## src/rtl/wasm_pkg.sv

```systemverilog
// Shared definitions for the WASM stack core: FSM states, opcodes, trap codes
// and per-opcode decode lookups (immediate presence, stack pops/pushes).
package wasm_pkg;

  typedef enum logic [2:0] {IDLE, FETCH, IMM, EXEC, HALT, TRAP} state_t;

  localparam logic [7:0] OP_UNREACHABLE = 8'h00;
  localparam logic [7:0] OP_NOP         = 8'h01;
  localparam logic [7:0] OP_END         = 8'h0B;
  localparam logic [7:0] OP_DROP        = 8'h1A;
  localparam logic [7:0] OP_LOCAL_GET   = 8'h20;
  localparam logic [7:0] OP_LOCAL_SET   = 8'h21;
  localparam logic [7:0] OP_LOCAL_TEE   = 8'h22;
  localparam logic [7:0] OP_CONST       = 8'h41;
  localparam logic [7:0] OP_EQZ         = 8'h45;
  localparam logic [7:0] OP_EQ          = 8'h46;
  localparam logic [7:0] OP_ADD         = 8'h6A;
  localparam logic [7:0] OP_SUB         = 8'h6B;
  localparam logic [7:0] OP_MUL         = 8'h6C;
  localparam logic [7:0] OP_AND         = 8'h71;
  localparam logic [7:0] OP_OR          = 8'h72;
  localparam logic [7:0] OP_XOR         = 8'h73;

  localparam logic [2:0] TRAP_NONE     = 3'd0;
  localparam logic [2:0] TRAP_UNREACH  = 3'd1;
  localparam logic [2:0] TRAP_OVERFLOW = 3'd2;
  localparam logic [2:0] TRAP_UNDERFL  = 3'd3;
  localparam logic [2:0] TRAP_BAD_OP   = 3'd4;
  localparam logic [2:0] TRAP_LOCAL    = 3'd5;
  localparam logic [2:0] TRAP_OVERLONG = 3'd6;

  function automatic logic op_valid(input logic [7:0] op);
    case (op)
      OP_UNREACHABLE, OP_NOP, OP_END, OP_DROP, OP_LOCAL_GET, OP_LOCAL_SET,
      OP_LOCAL_TEE, OP_CONST, OP_EQZ, OP_EQ, OP_ADD, OP_SUB, OP_MUL,
      OP_AND, OP_OR, OP_XOR: return 1'b1;
      default:               return 1'b0;
    endcase
  endfunction

  function automatic logic is_local(input logic [7:0] op);
    return (op == OP_LOCAL_GET) || (op == OP_LOCAL_SET) || (op == OP_LOCAL_TEE);
  endfunction

  function automatic logic needs_imm(input logic [7:0] op);
    return is_local(op) || (op == OP_CONST);
  endfunction

  function automatic logic [1:0] pops(input logic [7:0] op);
    case (op)
      OP_DROP, OP_LOCAL_SET, OP_LOCAL_TEE, OP_EQZ:                 return 2'd1;
      OP_EQ, OP_ADD, OP_SUB, OP_MUL, OP_AND, OP_OR, OP_XOR:        return 2'd2;
      default:                                                     return 2'd0;
    endcase
  endfunction

  function automatic logic pushes(input logic [7:0] op);
    case (op)
      OP_LOCAL_GET, OP_LOCAL_TEE, OP_CONST, OP_EQZ, OP_EQ,
      OP_ADD, OP_SUB, OP_MUL, OP_AND, OP_OR, OP_XOR: return 1'b1;
      default:                                       return 1'b0;
    endcase
  endfunction

endpackage

```

## src/rtl/leb128_decoder.sv

```systemverilog
// LEB128 accumulator: value/done/overlong are combinational on the byte being
// presented, so the final byte is resolved in the cycle it arrives; no backpressure.
module leb128_decoder #(
  parameter int DATA_W = 32,
  parameter bit SIGNED = 1'b0
) (
  input  logic              clk,
  input  logic              rst_n,
  input  logic              clear,
  input  logic              byte_valid,
  input  logic [7:0]        data_byte,
  output logic              done,
  output logic              overlong,
  output logic [DATA_W-1:0] value
);
  localparam int MAX_BYTES = (DATA_W + 6) / 7;
  localparam int CW        = $clog2(MAX_BYTES) + 1;

  logic [DATA_W-1:0] acc, raw, ext_mask;
  logic [CW-1:0]     cnt;
  logic [7:0]        sh, sh_next;

  always_comb begin
    sh       = 8'(cnt) * 8'd7;
    sh_next  = sh + 8'd7;
    raw      = acc | ({{(DATA_W-7){1'b0}}, data_byte[6:0]} << sh);
    // Ones above the last 7-bit group; collapses to zero once the groups fill the word.
    ext_mask = ~(({{(DATA_W-1){1'b0}}, 1'b1} << sh_next) - {{(DATA_W-1){1'b0}}, 1'b1});
    value    = (SIGNED && data_byte[6]) ? (raw | ext_mask) : raw;
    done     = byte_valid && !data_byte[7];
    overlong = byte_valid && data_byte[7] && (cnt == CW'(MAX_BYTES - 1));
  end

  always_ff @(posedge clk or negedge rst_n) begin
    if (!rst_n) begin
      acc <= '0;
      cnt <= '0;
    end else if (clear) begin
      acc <= '0;
      cnt <= '0;
    end else if (byte_valid) begin
      acc <= raw;
      cnt <= cnt + CW'(1);
    end
  end

endmodule

```

## src/rtl/wasm_stack_core.sv

```systemverilog
// Single-issue WASM stack CPU: byte-wise fetch (>=2 cycles/byte), 1-cycle execute.
// Stalls indefinitely on code_ready; start is ignored while busy.
module wasm_stack_core
  import wasm_pkg::*;
#(
  parameter int DATA_W      = 32,
  parameter int STACK_DEPTH = 16,
  parameter int NUM_LOCALS  = 8,
  parameter int ADDR_W      = 32
) (
  input  logic                         clk,
  input  logic                         rst_n,
  input  logic                         start,
  input  logic [ADDR_W-1:0]            entry_pc,
  output logic [ADDR_W-1:0]            code_addr,
  output logic                         code_rd_en,
  input  logic [7:0]                   code_rdata,
  input  logic                         code_ready,
  output logic                         busy,
  output logic                         halted,
  output logic                         trap,
  output logic [2:0]                   trap_code,
  output logic                         retired,
  output logic [$clog2(STACK_DEPTH):0] depth,
  output logic [DATA_W-1:0]            top_value
);
  localparam int SW = $clog2(STACK_DEPTH);
  localparam int DW = SW + 1;
  localparam int AW = DW + 1;
  localparam int LW = (NUM_LOCALS > 1) ? $clog2(NUM_LOCALS) : 1;

  state_t            state, state_nx;
  logic [ADDR_W-1:0] pc;
  logic              rd_en, retired_q;
  logic [7:0]        op;
  logic [DATA_W-1:0] imm;
  logic [DW-1:0]     depth_q;
  logic [2:0]        tcode;
  logic [DATA_W-1:0] stack  [STACK_DEPTH];
  logic [DATA_W-1:0] locals [NUM_LOCALS];

  logic              byte_done, imm_byte;
  logic              s_done, s_ov, u_done, u_ov, imm_done, imm_ov;
  logic [DATA_W-1:0] s_val, u_val;

  assign byte_done = rd_en && code_ready;
  assign imm_byte  = (state == IMM) && byte_done;
  assign imm_done  = (op == OP_CONST) ? s_done : u_done;
  assign imm_ov    = (op == OP_CONST) ? s_ov   : u_ov;

  leb128_decoder #(.DATA_W(DATA_W), .SIGNED(1'b1)) u_leb_s (
    .clk(clk), .rst_n(rst_n), .clear(state == FETCH), .byte_valid(imm_byte),
    .data_byte(code_rdata), .done(s_done), .overlong(s_ov), .value(s_val)
  );
  leb128_decoder #(.DATA_W(DATA_W), .SIGNED(1'b0)) u_leb_u (
    .clk(clk), .rst_n(rst_n), .clear(state == FETCH), .byte_valid(imm_byte),
    .data_byte(code_rdata), .done(u_done), .overlong(u_ov), .value(u_val)
  );

  logic [1:0]        n_pop;
  logic              n_push;
  logic [AW-1:0]     after;
  logic [2:0]        exec_trap;
  logic [SW-1:0]     top_idx, sec_idx, wr_idx;
  logic [LW-1:0]     loc_idx;
  logic [DATA_W-1:0] top, sec, res;

  always_comb begin
    n_pop   = pops(op);
    n_push  = pushes(op);
    after   = {1'b0, depth_q} - {{(AW-2){1'b0}}, n_pop} + {{(AW-1){1'b0}}, n_push};
    top_idx = SW'(depth_q - DW'(1));
    sec_idx = SW'(depth_q - DW'(2));
    wr_idx  = SW'(after - AW'(1));
    loc_idx = imm[LW-1:0];
    top     = stack[top_idx];
    sec     = stack[sec_idx];

    exec_trap = TRAP_NONE;
    if (!op_valid(op))                                     exec_trap = TRAP_BAD_OP;
    else if (op == OP_UNREACHABLE)                         exec_trap = TRAP_UNREACH;
    else if (is_local(op) && imm >= DATA_W'(NUM_LOCALS))   exec_trap = TRAP_LOCAL;
    else if (depth_q < DW'(n_pop))                         exec_trap = TRAP_UNDERFL;
    else if (after > AW'(STACK_DEPTH))                     exec_trap = TRAP_OVERFLOW;

    case (op)
      OP_LOCAL_GET: res = locals[loc_idx];
      OP_LOCAL_TEE: res = top;
      OP_CONST:     res = imm;
      OP_EQZ:       res = {{(DATA_W-1){1'b0}}, (top == '0)};
      OP_EQ:        res = {{(DATA_W-1){1'b0}}, (sec == top)};
      OP_ADD:       res = sec + top;
      OP_SUB:       res = sec - top;
      OP_MUL:       res = sec * top;
      OP_AND:       res = sec & top;
      OP_OR:        res = sec | top;
      OP_XOR:       res = sec ^ top;
      default:      res = '0;
    endcase
  end

  always_comb begin
    state_nx = state;
    case (state)
      IDLE, HALT, TRAP: if (start) state_nx = FETCH;
      FETCH: if (byte_done) state_nx = needs_imm(code_rdata) ? IMM : EXEC;
      IMM: begin
        if (imm_byte && imm_ov)        state_nx = TRAP;
        else if (imm_byte && imm_done) state_nx = EXEC;
      end
      EXEC: begin
        if (exec_trap != TRAP_NONE) state_nx = TRAP;
        else if (op == OP_END)      state_nx = HALT;
        else                        state_nx = FETCH;
      end
      default: state_nx = IDLE;
    endcase
  end

  always_ff @(posedge clk or negedge rst_n) begin
    if (!rst_n) state <= IDLE;
    else        state <= state_nx;
  end

  always_ff @(posedge clk or negedge rst_n) begin
    if (!rst_n) begin
      pc        <= '0;
      rd_en     <= 1'b0;
      op        <= '0;
      imm       <= '0;
      depth_q   <= '0;
      tcode     <= TRAP_NONE;
      retired_q <= 1'b0;
      for (int i = 0; i < STACK_DEPTH; i++) stack[i]  <= '0;
      for (int i = 0; i < NUM_LOCALS; i++)  locals[i] <= '0;
    end else begin
      retired_q <= 1'b0;
      case (state)
        IDLE, HALT, TRAP: if (start) begin
          pc      <= entry_pc;
          depth_q <= '0;
          tcode   <= TRAP_NONE;
          for (int i = 0; i < NUM_LOCALS; i++) locals[i] <= '0;
        end
        FETCH, IMM: begin
          // Drop the request for a cycle after every completed byte.
          if (byte_done) begin
            rd_en <= 1'b0;
            pc    <= pc + ADDR_W'(1);
            if (state == FETCH)  op    <= code_rdata;
            else if (imm_ov)     tcode <= TRAP_OVERLONG;
            else if (imm_done)   imm   <= (op == OP_CONST) ? s_val : u_val;
          end else begin
            rd_en <= 1'b1;
          end
        end
        EXEC: begin
          if (exec_trap != TRAP_NONE) begin
            tcode <= exec_trap;
          end else begin
            retired_q <= 1'b1;
            depth_q   <= DW'(after);
            if (n_push) stack[wr_idx] <= res;
            if (op == OP_LOCAL_SET || op == OP_LOCAL_TEE) locals[loc_idx] <= top;
          end
        end
        default: ;
      endcase
    end
  end

  assign code_addr  = pc;
  assign code_rd_en = rd_en;
  assign busy       = (state == FETCH) || (state == IMM) || (state == EXEC);
  assign halted     = (state == HALT);
  assign trap       = (state == TRAP);
  assign trap_code  = tcode;
  assign retired    = retired_q;
  assign depth      = depth_q;
  assign top_value  = (depth_q == '0) ? '0 : top;

endmodule

```

## config.mk

```make
export PLATFORM = sky130hd
export DESIGN_NAME = wasm_stack_core
export DESIGN_NICKNAME = d
export VERILOG_FILES = /design/src/rtl/wasm_pkg.sv /design/src/rtl/leb128_decoder.sv /design/src/rtl/wasm_stack_core.sv
export SDC_FILE = /design/constraint.sdc
export NUM_CORES = 2
export LEC_CHECK = 0
export CAP_MARGIN = 20
export CORE_ASPECT_RATIO = 2
export CORE_MARGIN = 2
export CORE_UTILIZATION = 60
export CTS_BUF_LIST = sky130_fd_sc_hd__clkbuf_8
export DETAILED_ROUTE_END_ITERATION = 10
export HOLD_SLACK_MARGIN = 0.08
export PLACE_DENSITY = 0.82
export SLEW_MARGIN = 0
export SYNTH_ARGS = -nofsm -noshare
export SYNTH_HDL_FRONTEND = slang
export SYNTH_HIERARCHICAL = 1
export SYNTH_SLANG_ARGS = --single-unit
```

## constraint.sdc

```tcl
create_clock -name clk -period 19.3 [get_ports clk]
set_input_delay 1.93 -clock clk [delete_from_list [all_inputs] [get_ports clk]]
set_output_delay 1.93 -clock clk [all_outputs]
set_load 0.02 [all_outputs]
```

==> flow_metrics.env <==
export IMPL_grt_pass1_vias=58150
export IMPL_crit_top_cell="fa_1"
export IMPL_fillers=8697
export IMPL_fin_tns_setup_ns=0
export IMPL_ant_nets=0
export IMPL_start_util=0.6026
export IMPL_status="finished, final reports clean"
export IMPL_synth_flop_cell="dfrtp_1"
export IMPL_design_area_sq_mm=0.07274
export IMPL_setup_violations=0
export IMPL_tritoncts="built"
export IMPL_hold_viol=0
export IMPL_pre_cts_ws_ns=6.127
export IMPL_htree_levels=4
export IMPL_vias_per_cell=6.811
export IMPL_vias=57270
export IMPL_ys_types=104
export IMPL_ys_ff_latch=925
export IMPL_fin_skew_ns=0.07912
export IMPL_yosysTopAreaCell="dfrtp_1"
export IMPL_cap_violations=0
export IMPL_seq_area_sq_mm=0.02315
export IMPL_placed_area_sq_mm=0.06973
export IMPL_synth_common_cells="nand2_1 (946), dfrtp_1 (925), nor2_1 (674)"
export IMPL_synth_most_common_cell="nand2_1"
export IMPL_ir_drop_mv=0.2865
export IMPL_core_area_sq_mm=0.1119
export IMPL_cts_path_max_buffers=3
export IMPL_die_area_sq_mm=0.1152
export IMPL_drc=0
export IMPL_grt_use_total=0.4057
export IMPL_clock_sinks=925
export IMPL_slowest_stage="ha_4"
export IMPL_fin_nets=7517
export IMPL_fin_crit_ns=13.46
export IMPL_die_w_microns=241.1
export IMPL_areaGrowthSynthToFinish_pct=7.871
export IMPL_required_ns=20.11
export IMPL_dp_cells=8151
export IMPL_hold_buffers=0
export IMPL_power_density_mw_per_mm2=146.4
export IMPL_avgRoutedWirePerCell_microns=27.27
export IMPL_yosysSeqAreaShare=0.3433
export IMPL_routabilityCongestion=1.046
export IMPL_cts_root_buffer_cell="clkbuf_8"
export IMPL_critPathKind="reg -> reg"
export IMPL_drt_iter0_drc=7474
export IMPL_post_route_period_util=0.6973
export IMPL_fmax_mhz=74.30
export IMPL_maxSlewHeadroom=0.1891
export IMPL_multi_input_area_sq_mm=0.04000
export IMPL_setup_worst_path_start_class="register"
export IMPL_power_leakage_nw=32.32
export IMPL_syn_cell_area_sq_mm=0.06743
export IMPL_grt_pass1_wl_microns=349700
export IMPL_grt_max_degree=196
export IMPL_ys_top_cells_by_area="dfrtp_1 (34%), fa_1 (12%), mux4_2 (9.4%), nand2_1 (5.3%), ha_1 (4.7%)"
export IMPL_path_max_fanout=59
export IMPL_synth_edf_count=0
export IMPL_clk_latency_ns=0.92
export IMPL_drive_gt1_frac=0.1239
export IMPL_cts_clk_slew_worst_paths_ns=0.07
export IMPL_antenna_found_initial=9
export IMPL_dpl_hpwl_microns=151700
export IMPL_yosysWarnings=6
export IMPL_grt_ovfl_total=0
export IMPL_crit_path_max_incr_delay_ns=1.00
export IMPL_tightest_slew_ns=1.216
export IMPL_core_rowCount=174
export IMPL_fin_cells=8408
export IMPL_hp_class="reg -> reg"
export IMPL_slew_violations=0
export IMPL_syn_avg_cell_area_sq_um=9.768
export IMPL_whs_ns=0.4924
export IMPL_portBuffers=120
export IMPL_boundaryPins=121
export IMPL_synthCells=6903
export IMPL_cts_resized=0
export IMPL_wl_microns=229300
export IMPL_layout_setup_ws_ns=5.841
export IMPL_cp_end_kind="register"
export IMPL_die_h_microns=478.1
export IMPL_drt_pass1_iterations=9
export IMPL_yosys_area_top_type_share=0.3433
export IMPL_cts_buffers_inserted=136
export IMPL_async_flop_share=1.000
export IMPL_postCtsSetupBuffers=0
export IMPL_cp_arrival_ns=14.27
export IMPL_rsz0062_at_grt="no"
export IMPL_syn_num_nets=7612
==> stage by stage <==
stage / utilization / power [mW]
final: 0.6500 / 10.65
after global routing: 0.6500 / 11.02
after CTS: 0.6472 / 10.24
after detailed placement: 0.6231 / 8.585
after global placement: 0.6231 / 8.509
after floorplan: - / 6.205
==> sequential cells by signal, indices dropped and copies added, names as in the netlist <==
register     flops
retired          1
op               8
u_leb_u/acc     32
stack          512
trap_code        3
u_leb_s/acc     32
depth            5
imm             32
state            3
code_addr       32
code_rd_en       1
locals         256
u_leb_u/cnt      4
u_leb_s/cnt      4
==> power breakdown <==
part / switching (mW) / internal (mW)
registers: 0.159 / 2.04
clock network: 0.822 / 0.810
logic: 4.81 / 2.00
==> worst max-delay path, delay by kind of cell (launching register included) <==
family / cells / cell delay, ns
buf+inv: 11 / 3.05
xor+xnor: 1 / 0.12
compound gates: 9 / 2.70
simple gates: 6 / 0.93
fa+ha+maj: 10 / 4.93
flops: 1 / 0.92
mux: 2 / 0.60
==> cell type report <==
cell class	count	share of cell area
clock inverters	75	0.006382
clock buffers	162	0.03065
multi-input cells	4851	0.5500
diodes	5	0.0001720
well taps	1496	0.02573
inverters	594	0.03065
repair buffers	300	0.03812
flip-flops and latches	925	0.3183
==> layer usage <==
layer / up-vias / share of wire / GRT usage
met2: 4404 / 0.43 / 0.5843
met4: 14 / 0.097 / 0.3037
li1: 23780 / - / -
met3: 1196 / 0.13 / 0.1364
met5: - / 0.00034 / 0
met1: 27870 / 0.34 / 0.5054
==> cells in the final DEF, fill, tap and decap left out, drive strengths merged, types with 11 or more instances in the layout <==
cell,instances
mux4,290
o21bai,38
a21o,55
inv,626
dfrtp,925
xnor2,87
o21a,27
a31oi,65
o211ai,16
o221ai,19
fa,414
nor2,679
buf,179
o21ai,496
nand2,949
nor2b,33
nand4,31
clkdlybuf4s50,119
a22oi,108
o22ai,59
or3,15
xor2,25
a21oi,344
and2,21
and3,28
nand3,86
a22o,276
nor4,36
a211oi,11
o31ai,22
mux2,70
a2111oi,12
nand2b,26
clkinv,37
ha,251
nor3,39
mux2i,17
a221o,26
a221oi,39
clkbuf,164
==> final timing paths <==
kind | start | to | slack (ns) | depth (start not counted)
max in group asynchronous | rst_n | stack[163]$_DFFE_PN0P_ | 13.91 | 5
max | depth[1]$_DFFE_PN0P_ | stack[127]$_DFFE_PN0P_ | 5.84 | 39
min reg2reg | trap_code[0]$_DFFE_PN0P_ | trap_code[0]$_DFFE_PN0P_ | 0.49 | 2
min | trap_code[0]$_DFFE_PN0P_ | trap_code[0]$_DFFE_PN0P_ | 0.49 | 2
max reg2reg | depth[1]$_DFFE_PN0P_ | stack[127]$_DFFE_PN0P_ | 5.84 | 39
min in group asynchronous | rst_n | locals[51]$_DFFE_PN0P_ | 1.10 | 1
==> cells by family (layout without fill, tap and decap cells) <==
logic type | count (synthesis) | in the layout | synth area share
simple gates | 2001 | 2001 | 0.1260
compound gates | 1695 | 1695 | 0.1652
buf+inv | 1127 | 1131 | 0.06806
flops | 925 | 925 | 0.3433
fa+ha+maj | 665 | 665 | 0.1695
mux | 377 | 377 | 0.1121
xor+xnor | 113 | 113 | 0.01577
other cells | 0 | 5 | 0
Note: power is estimated with default switching activity, not from simulation.
